## src/rtl/audio_i2s_tx.sv

```systemverilog
// audio_i2s_tx: I2S DAC transmitter (BCLK/LRCK/SDATA), mono by default, stereo with AUDIO_TX_STEREO_EN
module audio_i2s_tx #(
  parameter int BCLK_DIV = 4,
  parameter int SAMPLE_W = 16
) (
  input  logic                clk,
  input  logic                reset,
  input  logic                in_valid,
  input  logic [SAMPLE_W-1:0] in_data,
  input  logic [SAMPLE_W-1:0] in_data_r,
  output logic                bclk,
  output logic                lrck,
  output logic                sdata,
  output logic                underrun,
  output logic                overrun
);
  localparam int FW = 2 * SAMPLE_W;
  localparam int SW = $clog2(FW);
  localparam int DW = BCLK_DIV > 1 ? $clog2(BCLK_DIV) : 1;
  logic [DW-1:0]       div_cnt;
  logic [SW-1:0]       slot, slot_nx;
  logic [SAMPLE_W-1:0] hold, hold_r;
  logic [FW-1:0]       shift;
  logic                pending, wrap, fall, load, lr_nx;
  // Divider wrap, fall-event detection and next slot / word-select decode
  always_comb begin
    wrap    = div_cnt == DW'(BCLK_DIV - 1);
    fall    = wrap & bclk;
    load    = fall & (slot == SW'(FW - 1));
    slot_nx = (slot == SW'(FW - 1)) ? '0 : slot + SW'(1);
    lr_nx   = (slot_nx >= SW'(SAMPLE_W - 1)) & (slot_nx != SW'(FW - 1));
  end
  // Bit-clock divider: bclk toggles every BCLK_DIV clk cycles
  always_ff @(posedge clk or posedge reset) begin
    if (reset) begin
      div_cnt <= '0;
      bclk    <= 1'b0;
    end else begin
      div_cnt <= wrap ? '0 : div_cnt + DW'(1);
      if (wrap) bclk <= ~bclk;
    end
  end
  // Slot counter and serialiser; the MSB leaves directly at load so shift holds the remaining bits
  always_ff @(posedge clk or posedge reset) begin
    if (reset) begin
      slot  <= SW'(FW - 1);
      shift <= '0;
      sdata <= 1'b0;
      lrck  <= 1'b0;
    end else if (fall) begin
      slot <= slot_nx;
      lrck <= lr_nx;
      if (load) begin
        sdata <= hold[SAMPLE_W-1];
        shift <= {hold[SAMPLE_W-2:0], hold_r, 1'b0};
      end else begin
        sdata <= shift[FW-1];
        shift <= {shift[FW-2:0], 1'b0};
      end
    end
  end
  // Holding register with pending flag; a same-cycle load and strobe raises no flag
  always_ff @(posedge clk or posedge reset) begin
    if (reset) begin
      hold     <= '0;
      pending  <= 1'b0;
      underrun <= 1'b0;
      overrun  <= 1'b0;
    end else begin
      underrun <= load & ~pending & ~in_valid;
      overrun  <= in_valid & pending & ~load;
      pending  <= in_valid | (pending & ~load);
      if (in_valid) hold <= in_data;
    end
  end
`ifdef AUDIO_TX_STEREO_EN
  // Independent right-channel holding register
  always_ff @(posedge clk or posedge reset) begin
    if (reset) hold_r <= '0;
    else if (in_valid) hold_r <= in_data_r;
  end
`else
  logic unused_r;
  // Mono: right slot repeats the left sample
  always_comb hold_r = hold;
  assign unused_r = ^in_data_r;
`endif
endmodule

```

## config.mk

```make
export PLATFORM = sky130hd
export DESIGN_NAME = audio_i2s_tx
export DESIGN_NICKNAME = d
export VERILOG_FILES = /design/src/rtl/audio_i2s_tx.sv
export SDC_FILE = /design/constraint.sdc
export NUM_CORES = 1
export LEC_CHECK = 0
export ABC_AREA = 0
export CAP_MARGIN = 20
export CORE_MARGIN = 8
export CORE_UTILIZATION = 50
export DETAILED_ROUTE_END_ITERATION = 10
export DONT_BUFFER_PORTS = 1
export GPL_TIMING_DRIVEN = 0
export HOLD_SLACK_MARGIN = 0.06
export PLACE_DENSITY_LB_ADDON = 0.1
export SETUP_SLACK_MARGIN = 0.2
export SYNTH_ARGS = -nofsm -noshare
export SYNTH_HDL_FRONTEND = slang
export SYNTH_SLANG_ARGS = --single-unit
```

## constraint.sdc

```tcl
create_clock -name clk -period 3.4 [get_ports clk]
set_input_delay 0.68 -clock clk [delete_from_list [all_inputs] [get_ports clk]]
set_output_delay 0.68 -clock clk [all_outputs]
set_load 0.02 [all_outputs]
```

After elaboration in Yosys (flattened, before gate mapping). Cells that the tools add are included.

Bitwise gates (word level): 13. $lt $le $gt $ge: 1. Eq/ne operators: 3. $add $sub $neg: 2. Multiplexer cells: 4.

Operator list (count): two-way mux 32 bit (1); AND 1 bit (8); adder 5 x 1 -> 5 bit (second input constant) (1); == test 5 bit (second input constant) (1); >= comparator 5 x 4 -> 1 bit (second input constant) (1); two-way mux 5 bit (1); inequality test 5 bit (second input constant) (1); inverter 1 bit (4); adder 2 x 1 -> 2 bit (second input constant) (1); == test 2 bit (second input constant) (1); two-way mux 2 bit (1); two-way mux 1 bit (1); OR 1 bit (1).

Bits of input ports: 35. Register bits: 61.

Logic depth before layout (Yosys ltp).
Word-level depth: 6. Depth in mapped cells: 8. Mapped depth without buffers: 7.

Worst setup path after synthesis. No wires, ideal clock.

Path type: register -> register. From: register slot[0]. To: register lrck. Buffers on the path: 1. Setup slack: 1540 ps. Cell stages (with the launch flop): 9. Arrival time: 1736 ps. Cell sequence: dfstp_2 ha_1 and3_2 ha_1 buf_4 nor3b_2 a21oi_2 nor2_1 o31a_1.

Cells in the longest elaborated chain, start to end: 4. Elaborated cells between the ends (all ways): 6. Those cells by class: add/sub: 1; order compare: 1; eq/ne: 2; mux: 1; bitwise: 1.

RTL lines: start: declaration (line 21) `logic [SW-1:0] slot, slot_nx;`; start signal: assignment (line 46) `slot <= SW'(FW - 1);`; start signal: assignment (line 51) `slot <= slot_nx;`; adder 5 x 1 -> 5 bit / == test 5 bit (equally long branches) (line 30) `slot_nx = (slot == SW'(FW - 1)) ? '0 : slot + SW'(1);`; two-way mux 5 bit * (line 30); >= comparator 5 x 4 -> 1 bit / inequality test 5 bit (equally long branches) (line 31) `lr_nx = (slot_nx >= SW'(SAMPLE_W - 1)) & (slot_nx != SW'(FW - 1));`; AND 1 bit * (line 31); end signal: assignment (line 52) `lrck <= lr_nx;`; end: declaration (line 12) `output logic lrck,`.

Mark *: on every way between the ends. The rest lies on a longest branch, timed or not. A chain may end at the register's enable or synchronous reset.

Worst setup path in the final report.
From: register slot[0]. To: register shift[4].

Cells in the longest elaborated chain, start to end: 3.

RTL lines: == test 5 bit (line 29) `load = fall & (slot == SW'(FW - 1));`; AND 1 bit (line 29); two-way mux 32 bit (line 53) `if (load) begin`; end signal: assignment (line 55) `shift <= {hold[SAMPLE_W-2:0], hold_r, 1'b0};`; end signal: assignment (line 58) `shift <= {shift[FW-2:0], 1'b0};`; end: declaration (line 23) `logic [FW-1:0] shift;`.

No other way between the ends.

==> metrics <==
synthesis-to-finish area growth=11.93%; count of TritonRoute iterations in the first routing pass=4; Setup Fix Bufs, Post-CTS=0; syn_area_per_cell=around 12 um^2; Antenna Violating Nets Remaining=0; capture instance of the worst register-to-register path=shift[4]; list of cells traversed by the critical path=ha_1 > and3_2 > ha_1 > buf_4 > buf_4 > mux2i_1 > o21ai_1; Total Negative Setup Slacks=0 ps; library cells used by synthesis=28; required arrival time at the worst endpoint=around 3600 ps; maximum number of pins on one net before global-route repair=45; hold-fix buffers at CTS=0; Setup Crit Path Kind=reg2reg; clock latency on the worst-skew pair=roughly 330 ps; worst slew slack as a fraction of its limit=a little over two thirds; IO Count=40; Critical Path Max Stage Delay=around 560 ps; final wirelength=around 5000 um; total half-perimeter wirelength after legalization and detailed placement=between 3000 and 4000 um; minimum clock period after layout=between 2000 and 2500 ps; area enclosed by the die boundary=0.007895 mm^2; ratio of cells with drive above 1 in the final layout=23.65%; core area=slightly above 0.005 mm^2; DR vias/cell=roughly 5.3; aggregate global routing overflow=0; path type of the worst min-delay path=in2async; 1st-iter DRT viols=86; total power consumption of the routed design=1.460 mW; Final nets=approximately 280; vias in the first global route=about 1,900; Fmax achieved=a little under 500 MHz; actual slew at the worst max-slew pin=~450 ps; final critical-path share of the clock period=between 60% and 70%; top metal layer carrying routed signals=met4; Post-Route Skew=between 2 and 3 ps; run status=finished, final reports clean; sum of met2 wire segment lengths after detailed routing=2581 um; endpoints failing setup=0; yosys synthesis warning count=0; residual DRC count=0; number of input and output port buffers inserted=0; Max FO, Critical Path=10; first-pass GRT wire length=8921 um; Pleak=around 1.2 nW; unrepaired setup endpoints after global routing=no; die width=88.86 um; Critical Path Source Type=register; startpoint of the worst register-to-register path=slot[0]; Synth area leaders=dfrtp_1 (52%), mux2i_1 (12%), mux2_2 (7.6%), nand2_1 (5.4%), dfstp_2 (5.0%); Root Buffer=clkbuf_8; Critical Path Slowest Stage Cell=dfstp_2; hold violation count in the final report=0; number of standard-cell rows in the floorplan=26; count of instances resized after the clock tree is built=0; data arrival time at the worst-slack endpoint=roughly 2300 ps; element type at the critical path end=register; number of instances in the placed design=297; max-cap violation count=0; met3 routed wirelength=between 200 and 250 um; Slew Viols, Final=0; share of the synthesized area in the top cell type=51.86%; total clock buffers created by CTS=9; Synth Cell Area=around 0.0027 mm^2; global-route usage over all layers=14.98%; via count of the routed design=between 1,500 and 2,000; wire length per cell=roughly 16 um; M1 WL=2191 um; starting density of the core=slightly above 50%; Sinks on Clock Net=60; Max rail drop VDD=roughly 0.25 mV; number of buffers between clock root and the deepest sink=2; H-tree lvl count=3; number of standard cells in the final layout excluding fillers=between 300 and 400; number of instances in the synthesized netlist=about 230; TritonCTS clock tree=done; Synth area leader=dfrtp_1; FF-to-FF path depth=7; register bit count reported by yosys=60; clock input transition at the sequential cells of the worst setup and hold paths=around 60 ps; global placer's final weighted congestion=roughly 0.74; DIE HEIGHT=88.86 um; initial antenna violation count=0; net count after synthesis=between 200 and 300; power density normalized to cell area=491.4 mW/mm^2; sequential cell area fraction in the yosys report=56.81%; antenna cell count=0; reg2reg setup slack=about 1400 ps
## metrics by stage
step                hold WS [ps]  area, um^2  setup WS (ps)  utilization [%]
finish                     207.0        2970           1352            58.16
global route               225.6        2970           1189            58.16
CTS                        205.6        2970           1338            58.16
detailed placement         434.0        2761           1364            54.07
global placement           420.7        2741          698.7            53.67
floorplan                  409.9        2654           1244                -
## synthesized netlist by cell type
cell and instances:
a2bb2oi_2 1, o21ai_0 10, xnor2_1 1, nor3_1 2, ha_1 4, and3_2 1, mux2_2 18, dfstp_2 5
a21oi_1 1, mux2i_1 31, and3_1 1, o31a_1 1, nor2_1 6, o21ai_1 26, nor3b_2 1, xor2_1 1
nand3_1 2, and4bb_2 1, nand4_1 1, dfrtp_1 55, nand2_1 38, clkbuf_1 1, inv_1 3, buf_4 2
a21o_1 1, buf_2 7, buf_6 4, a21oi_2 1
## area by class of cell
class                           instances  area [um^2]
Sequential cell                        60         1508
Timing Repair Buffer                    1        20.02
Clock buffer                           13        178.9
Buffer                                 14        98.84
Fill cell                             448         2137
Multi-Input combinational cell        149         1036
Tap cell                               70        87.58
Clock inverter                          1        30.03
Inverter                                3        11.26
## sequential cells by signal, indices dropped and copies added, names as in the netlist
signal	cells
shift	31
lrck	1
sdata	1
pending	1
bclk	1
underrun	1
hold	16
div_cnt	2
slot	5
overrun	1
## critical path, delay by kind of cell, from the launching register on
family	cells	cell delay, ps
AOI/OAI and AO/OA	1	80
adders and majority gates	2	400
buffers and inverters	2	460
DFF	1	560
muxes	1	210
and+or+nand+nor	1	200
## power breakdown
group	total, mW	leakage, nW	internal (mW)	switching, mW
sequential	0.751	0.773	0.734	0.0166
clock	0.664	0.108	0.411	0.254
combinational	0.0444	0.309	0.0218	0.0226
total	1.46	1.19	1.17	0.293
## cells in the final DEF, fill, tap and decap left out
cell       instances
inv_1              2
buf_2              7
dfstp_2            5
dfrtp_1           55
ha_1               4
nor3_1             2
o31a_1             1
a21oi_2            1
buf_6              4
buf_4              2
nor2_1             6
xor2_1             1
clkbuf_8          13
and3_2             1
buf_12             1
nor3b_2            1
nand2_1           38
a21oi_1            1
bufinv_16          1
inv_2              1
mux2i_1           31
mux2_2            18
o21ai_1           26
clkbuf_1           1
xnor2_1            1
a2bb2oi_2          1
nand3_1            2
and4bb_2           1
o21ai_0           10
nand4_1            1
a21o_1             1
and3_1             1
## cells by family (layout without fill, tap and decap cells)
kind of cell	Yosys count	in the layout	share of synthesized area, %
and+or+nand+nor	53	53	8.675
DFF	60	60	56.81
muxes	49	49	19.33
buffers and inverters	17	32	4.148
xor gates and xnor gates	2	2	0.6602
adders and majority gates	4	4	1.886
AOI/OAI and AO/OA	41	41	8.486
## per-layer routing
metal	vias to the layer above	global-route usage, %
met1	819	17.17
li1	801	-
met3	12	3.900
met4	0	8.141
met2	24	24.87
met5	-	0
## worst max path at each step
stage                           end  slack [ps]  depth (start not counted)     from
after CTS                 shift[23]        1340                          7  slot[0]
after floorplan                bclk        1240                          1    reset
after detailed placement  shift[18]        1360                          7  slot[0]
after global placement    shift[23]         700                          1    reset
final                      shift[4]        1350                          7  slot[0]
after global routing      shift[23]        1190                          7  slot[0]
(Power assumes the default switching activity.)
